### src/rtl/melody_pkg.sv
// melody_pkg: note entry types, pitch divider table and sequencer states for melody_seq.
package melody_pkg;

   typedef logic [3:0] pitch_t;

   typedef struct packed {
      pitch_t     pitch;
      logic [2:0] beats;
   } note_t;

   // 50 MHz / note frequency, C4..B5 diatonic; rest and reserved codes are 0
   localparam logic [31:0] PITCH_DIV [16] = '{
      32'd0,      32'd191110, 32'd170265, 32'd151685,
      32'd143172, 32'd127551, 32'd113636, 32'd101239,
      32'd95557,  32'd85131,  32'd75843,  32'd71586,
      32'd63776,  32'd56818,  32'd50619,  32'd0
   };

   typedef enum logic [2:0] {IDLE, LOAD, PLAY, GAP, END} state_e;

   function automatic logic sounding(input pitch_t p);
      return p != 4'd0 && p != 4'd15;
   endfunction

endpackage

### src/rtl/melody_rom.sv
// melody_rom: combinational song table, index -> note entry; swap songs here only.
module melody_rom
   import melody_pkg::*;
#(
   parameter int SONG_LEN = 32
) (
   input  logic [$clog2(SONG_LEN)-1:0] idx,
   output note_t                       note
);

   localparam int IW = $clog2(SONG_LEN);

   always_comb begin
      case (idx)
         IW'(0):  note = '{pitch: 4'd1, beats: 3'd2};
         IW'(1):  note = '{pitch: 4'd0, beats: 3'd1};
         IW'(2):  note = '{pitch: 4'd3, beats: 3'd1};
         default: note = '{pitch: 4'd0, beats: 3'd0};
      endcase
   end

endmodule

### src/rtl/melody_seq.sv
// melody_seq: steps the note table and drives divnum/tone_en for the buzzer generator.
// Optional MELODY_PAUSE_EN adds a pause level input that freezes note and gap timing.
module melody_seq
   import melody_pkg::*;
#(
   parameter int BEAT_CYCLES = 12_500_000,
   parameter int GAP_CYCLES  = 1_000_000,
   parameter int SONG_LEN    = 32
) (
   input  logic                        clk,
   input  logic                        rst_n,
   input  logic                        start,
   input  logic                        stop,
   input  logic                        loop,
`ifdef MELODY_PAUSE_EN
   input  logic                        pause,
`endif
   output logic [31:0]                 divnum,
   output logic                        tone_en,
   output logic                        busy,
   output logic [$clog2(SONG_LEN)-1:0] note_idx,
   output logic                        done
);

   localparam int IW = $clog2(SONG_LEN);

   state_e        state, adv_st;
   note_t         note;
   logic [31:0]   dur_cnt, gap_cnt;
   logic [34:0]   dur_full;
   logic [IW-1:0] adv_idx;
   logic          tone_q, frz, last;

   if (BEAT_CYCLES < 2) begin : g_beat_chk
      $error("melody_seq: BEAT_CYCLES must be at least 2");
   end
   if (35'(BEAT_CYCLES) * 35'd7 > 35'h0_FFFF_FFFF) begin : g_dur_chk
      $error("melody_seq: 7*BEAT_CYCLES does not fit the 32-bit duration counter");
   end

   melody_rom #(.SONG_LEN(SONG_LEN)) u_rom (.idx(note_idx), .note(note));

   assign dur_full = 35'(note.beats) * 35'(BEAT_CYCLES);
   // stepping past the last entry behaves like hitting the end marker
   assign last     = note_idx == IW'(SONG_LEN - 1);
   assign adv_idx  = last ? '0 : note_idx + IW'(1);
   assign adv_st   = last ? END : LOAD;

`ifdef MELODY_PAUSE_EN
   assign frz = pause && (state == PLAY || state == GAP);
`else
   assign frz = 1'b0;
`endif

   assign tone_en = tone_q && !frz;
   assign busy    = state != IDLE;

   always_ff @(posedge clk or negedge rst_n) begin
      if (!rst_n) begin
         state    <= IDLE;
         divnum   <= '0;
         tone_q   <= 1'b0;
         note_idx <= '0;
         done     <= 1'b0;
         dur_cnt  <= '0;
         gap_cnt  <= '0;
      end else begin
         done <= 1'b0;
         if (stop) begin
            state    <= IDLE;
            tone_q   <= 1'b0;
            note_idx <= '0;
         end else begin
            case (state)
               IDLE: if (start) begin
                  state    <= LOAD;
                  note_idx <= '0;
               end
               LOAD: if (note.beats == 3'd0) state <= END;
               else begin
                  if (sounding(note.pitch)) divnum <= PITCH_DIV[note.pitch];
                  tone_q  <= sounding(note.pitch);
                  dur_cnt <= 32'(dur_full - 35'd1);
                  state   <= PLAY;
               end
               PLAY: if (!frz) begin
                  if (dur_cnt == '0) begin
                     tone_q <= 1'b0;
                     if (GAP_CYCLES > 0) begin
                        gap_cnt <= 32'(GAP_CYCLES - 1);
                        state   <= GAP;
                     end else begin
                        note_idx <= adv_idx;
                        state    <= adv_st;
                     end
                  end else dur_cnt <= dur_cnt - 32'd1;
               end
               GAP: if (!frz) begin
                  if (gap_cnt == '0) begin
                     note_idx <= adv_idx;
                     state    <= adv_st;
                  end else gap_cnt <= gap_cnt - 32'd1;
               end
               END: if (loop) begin
                  note_idx <= '0;
                  state    <= LOAD;
               end else begin
                  done  <= 1'b1;
                  state <= IDLE;
               end
               default: state <= IDLE;
            endcase
         end
      end
   end

endmodule

### config.mk
export PLATFORM = sky130hd
export DESIGN_NAME = melody_seq
export DESIGN_NICKNAME = d
export VERILOG_FILES = /design/src/rtl/melody_pkg.sv /design/src/rtl/melody_rom.sv /design/src/rtl/melody_seq.sv
export SDC_FILE = /design/constraint.sdc
export NUM_CORES = 1
export LEC_CHECK = 0
export CAP_MARGIN = 20
export CORE_ASPECT_RATIO = 1.75
export CORE_MARGIN = 1.5
export CORE_UTILIZATION = 45
export CTS_BUF_LIST = sky130_fd_sc_hd__clkbuf_8
export DETAILED_ROUTE_END_ITERATION = 8
export GPL_ROUTABILITY_DRIVEN = 1
export GPL_TIMING_DRIVEN = 1
export PLACE_DENSITY = 0.77
export SLEW_MARGIN = 40
export SYNTH_ARGS = -nofsm -noshare
export SYNTH_HDL_FRONTEND = slang
export SYNTH_SLANG_ARGS = --single-unit
### constraint.sdc
create_clock -name clk -period 3.2 [get_ports clk]
set_input_delay 0.8 -clock clk [delete_from_list [all_inputs] [get_ports clk]]
set_output_delay 0.8 -clock clk [all_outputs]
set_load 0.02 [all_outputs]
Yosys cells after proc, flatten, opt, wreduce, memory -nomap -nowiden
Memories as Yosys holds them, arrays and structs flattened. A register that Yosys moved wholly into a read port is not among the register bits.
Cells that the tools add are included.
- flip-flop bits (word level): 74
- bits in latches: 0
- RAM bits: 0
- memory bits (read-only): 512
- bits of input ports: 5
- output and inout bits: 40
- word-level logic and storage cells: 79
- memories: 1
- $add $sub $neg: 4
- $mul: 1
- div/mod/pow operators: 0
- order comparisons: 0
- equal/unequal tests: 17
- shifts and indexed selects: 0
- muxes and demuxes: 28
- bitwise logic cells: 3
- reduce and logical (&&, ||, !) cells: 19
- memory list (name ; depth ; bits a word ; rd ports ; clocked after Yosys merged registers in ; wr ports ; RTL line ; text):
    (name not given) ; 16 ; 32 ; 1 ; 1 ; 0 ; melody_seq.sv:81 ; if (sounding(note.pitch)) divnum <= PITCH_DIV[note.pitch];
- operator list (cell ; count):
    $mux W32 ; 4
    $pmux W32 S2 ; 2
    $logic_not A32 Y1 ; 2
    $sub A32 B1 Y32 const B ; 2
    $pmux W5 S3 ; 2
    $sub A27 B1 Y28 const B ; 1
    $mux W5 ; 5
    $mul A3 B19 Y22 const B ; 1
    $mux W3 ; 6
    $reduce_and A4 Y1 ; 4
    $ne A3 B3 Y1 const B ; 5
    $pmux W3 S5 ; 1
    $ne A2 B2 Y1 const B ; 4
    $reduce_bool A4 Y1 ; 2
    $mux W1 ; 7
    $eq A3 B2 Y1 const B ; 2
    $logic_not A3 Y1 ; 2
    $reduce_and A3 Y1 ; 2
    $reduce_bool A3 Y1 ; 2
    $add A5 B1 Y5 const B ; 1
    $eq A5 B1 Y1 const B ; 1
    $eq A5 B2 Y1 const B ; 1
    $eq A5 B5 Y1 const B ; 1
    $logic_not A5 Y1 ; 1
    other kinds (9) ; 11

Logic depth before layout (Yosys ltp)
- depth in word-level cells: 7
- mapped depth: 10
- mapped depth without buffers: 9

By module
Synthesis repeated with hierarchy kept, for this count alone.
- cell total of the unflattened synthesis: 784
- area total of the unflattened synthesis: 6437.4 µm²
- modules (own cells, without submodules) (module ; instances ; cells an instance ; area each (µm²) ; sequential area each (µm²)):
    melody_seq ; 1 ; 775 ; 6369.9 ; 2302.2
    melody_rom ; 1 ; 9 ; 67.6 ; 0.0

Worst setup path after synthesis
Ideal clock, no wire load.
- path type: register -> register
- from: register note_idx[2]
- to: register dur_cnt[20]
- library setup time: 0.069 ns
- arrival time: 3.037 ns
- required time: 3.131 ns
- slack: 0.094 ns
- cell stages (with the launch flop): 10
- buffers on the path: 1
- clock period less this slack: 3.106 ns
- cell sequence: dfrtp_1 nor3_1 o21ai_0 ha_1 or4b_1 a21oi_1 o31ai_1 buf_2 or4_1 nand3_1
- longest elaborated chain between the ends: 6
- elaborated cells on any way between the ends: 11
- RTL lines (what ; RTL line ; text):
    start, declared ; melody_seq.sv:21 ; output logic [$clog2(SONG_LEN)-1:0] note_idx,
    start signal, assigned ; melody_seq.sv:93 ; note_idx <= adv_idx;
    start signal, assigned ; melody_seq.sv:100 ; note_idx <= adv_idx;
    $eq A5 B2 Y1, or another cell as far along ; melody_rom.sv:14 ; case (idx)
    $pmux W5 S3 (*) ; melody_rom.sv:14 ;
    $mul A3 B19 Y22 ; melody_seq.sv:43 ; assign dur_full = 35'(note.beats) * 35'(BEAT_CYCLES);
    $sub A27 B1 Y28 ; melody_seq.sv:83 ; dur_cnt <= 32'(dur_full - 35'd1);
    $mux W32 ; melody_seq.sv:79 ; LOAD: if (note.beats == 3'd0) state <= END;
    $pmux W32 S2 ; melody_seq.sv:74 ; case (state)
    end signal, assigned ; melody_seq.sv:83 ;
    end signal, assigned ; melody_seq.sv:96 ; end else dur_cnt <= dur_cnt - 32'd1;
    end, declared ; melody_seq.sv:29 ; logic [31:0] dur_cnt, gap_cnt;
Every way passes the cells marked *; elsewhere a longest branch is shown, timed or not. The select of a mux whose other input is x is not followed.
A chain may end at the register's enable or synchronous reset.

Worst setup path in the final report
- from: register note_idx[1]
- to: register dur_cnt[21]
Same word-level chain as after synthesis.

==> results.md <==
* Final setup fails at 0
* Arrival @ worst endpoint at 3.19 ns
* Synth warn at 0
* Number of synthesized flops with an enable pin at 0
* Most common cell on crit path: ha_1
* Worst Path Max Fanout at 9
* Pre-CTS setup slack at 0.2240 ns
* Worst path required time at 3.43 ns
* Dpl hpwl at 8871 um
* Layout Nets at 574
* Global-route wire length before repair at 20280 um
* Largest net degree at the start of global routing at 80
* Fin worst setup slack at 0.2396 ns
* CTS tree: built
* CTS root buf: clkbuf_8
* Multi-input gate area at 2597 um2
* Leading cell types in the layout, fill and taps excluded: dfrtp_1, o21ai_0, a21oi_1
* Hold/Removal Path Class: in -> async
* Clock buffer depth at 2
* Post-DP Area at 5238 um2
* Synth Cell Area at 4902 um2
* Number of H-tree levels at 3
* Status: completed
* CP Launch Type: register
* Buf/Inv on CP at 2
* FF+latch area at 1977 um2
* Cell count after synthesis at 537
* Max_cap viols at 0
* Final wirelength at 12540 um
* Logic gate share of total power at 20.3%
* Period Utilization, post-route at 92.51%
* IO Pins at 45
* Crit-path leading delay family: simple AND/OR/NAND/NOR gates
* Rel. slew slack at 50.48%
* IR drop worst, VDD at 252.4 uV
* Synth unique cells at 65
* Worst path slowest cell: or4b_1
* CP Capture Type: register
* DIE AREA at 11550 um2
* Pleak at 2.294 nW
* Number of synthesized register bits at 79
* Main flop type after synthesis: dfrtp_1
* Clock power frac at 33.1%
* Hold_buf cts at 0
* Commonest non-fill, non-tap cell in the layout: dfrtp_1
* Cell area after layout at 5473 um2
* PD cells at 478.2 nW/um2
* Die height at 141.1 um
* Total gr overflow at 0
* Setup Crit Path Kind: reg -> reg
* Clock Sink Count at 79
* Vias per inst at 6.270
* Clock Skew at 0.008819 ns
* Seq/Total Area, Yosys at 40.33%
* # DRC at 0
* Max incr delay on CP at 0.63 ns
* Die width at 81.90 um
* Effective utilization at floorplan at 46.09%
* Post-CTS sizing at 0
* Core box area at 10640 um2
* Initial antenna violation count at 0
* Proportion of layout cells with a drive suffix above 1 at 12.28%
* Cts bufs inserted at 9
* Clock-pin slew on the worst setup and hold paths at 0.08 ns
* Avg Inst Size Synth at 9.129 um2
* Routed length per instance at 18.12 um
* Port Buffers at 26
* Diodes inserted at 0
* Number of global-route vias before repair at 4314
* Post-CTS Setup Inserts at 0
* Psw at 814.8 uW
* Layout fillers at 985
* Gpl congestion at 0.8450
* P_int at 1.802 mW
* Vias at 4339
* Setup TNS at 0 ns
* Pins over their slew limit at 0
* Row Count at 50
* Unrepaired setup endpoints after global routing: no
* Critical path cell sequence: inv_1 > ha_1 > nand2_1 > ha_1 > or4b_1 > a21oi_1 > o31ai_2 > buf_4 > o31ai_1 > nand3_1
* Gr usage total at 22.56%
* Fin crit period at 2.960 ns
* Sw Ratio at 31.13%
* Ys async rst share at 100.0%
* Fin. Hold Viols at 0
* Worst Tran Pin Value at 0.7428 ns
* Antenna Nets Post-Route at 0
* Skew-Pair Late Insertion Delay at 0.36 ns
* Area grow syn2layout at 11.64%
* Fmax at 337.8 MHz
* DR iter-0 viols at 394
* Sequential power share at 46.6%
* Drt pass-1 iters at 5
state kept, by name (all words and copies together) (netlist names):
| register | flops |
|---|---|
| divnum | 5 |
| state | 3 |
| tone_en | 1 |
| dur_cnt | 32 |
| note_idx | 5 |
| gap_cnt | 32 |
| done | 1 |
cells by family (layout without fill, tap and decap cells):
kind of cell	Yosys count	after routing	synth area share [%]
mux	10	10	2.067
flops	79	79	40.33
simple gates	217	217	26.67
compound gates	147	147	19.76
buf+inv	72	80	8.295
fa+ha+maj	11	11	2.808
other cells	1	18	0.07650
through the flow:
stage / utilization [%] / hold slack (ns) / instances / power [mW]
floorplan: - / 0.4460 / 554 / 1.581
global placement: 49.21 / 0.4493 / 677 / 1.733
global route: 51.46 / 0.5131 / 692 / 2.743
finish: 51.46 / 0.4639 / 692 / 2.617
detailed placement: 49.25 / 0.4581 / 677 / 1.758
CTS: 51.41 / 0.4775 / 692 / 2.627
power by group through the flow:
stage	Clock, mW	Sequential (mW)	Combinational (mW)
2_1_floorplan	0	1.19	0.389
3_3_place_gp	0	1.23	0.504
3_5_place_dp	0	1.23	0.524
4_1_cts	0.886	1.21	0.527
5_1_grt	0.926	1.23	0.584
6_report	0.867	1.22	0.531
layer usage:
layer	routed length, um	track usage, %	part of all wire [%]	vias up
li1	-	-	-	2041
met1	4851	24.19	39	2145
met2	6873	40.42	55	125
met3	479	4.854	3.8	28
met4	335	10.70	2.7	0
met5	0	0	0	-
worst paths after layout:
check / start / end / slack [ns] / cells after the start
max: note_idx[1] / dur_cnt[21] / 0.24 / 10
min: rst_n / gap_cnt[4] / 0.46 / 1
max reg2reg: note_idx[1] / dur_cnt[21] / 0.24 / 10
min reg2reg: divnum[17] / divnum[17] / 0.48 / 1
max in group asynchronous: rst_n / divnum[8] / 2.22 / 1
min in group clk: divnum[17] / divnum[17] / 0.48 / 1
cell usage after synthesis (all sizes together) (3+ instances only):
cell / count / share of area (%)
dfrtp: 79 / 40
buf: 43 / 6.0
o21ai: 37 / 3.8
a21oi: 34 / 3.5
nor2: 32 / 2.5
nand2: 28 / 2.1
nor4: 27 / 3.9
or3: 21 / 3.0
or4: 21 / 3.3
clkbuf: 16 / 1.3
nand3: 16 / 1.6
nor3: 16 / 1.9
o31ai: 16 / 2.5
or2: 15 / 1.9
inv: 13 / 1.0
ha: 11 / 2.8
a22o: 9 / 1.6
a31oi: 9 / 1.1
mux2i: 9 / 1.8
nand4: 8 / 1.0
o41ai: 8 / 1.4
o31a: 7 / 1.3
nand2b: 6 / 0.77
or4b: 6 / 1.2
and3: 5 / 0.64
o211ai: 5 / 0.77
o21a: 4 / 0.61
and2: 3 / 0.38
nor3b: 3 / 0.46
worst reg2reg max path, cell delays in order, from the launching register on:
cell     delay (ns)
dfrtp_1        0.46
inv_1          0.11
ha_1           0.21
nand2_1        0.11
ha_1           0.22
or4b_1         0.63
a21oi_1        0.29
o31ai_2        0.20
buf_4          0.21
o31ai_1        0.26
nand3_1        0.13
layout make-up:
type,instances,area share [%]
flip-flops and latches,79,36.12
well taps,130,2.972
inverters,13,0.8916
repair buffers,52,8.345
multi-input cells,403,47.46
clock buffers,12,3.018
clock inverters,3,1.189
Note: power is estimated with default switching activity, not from simulation.
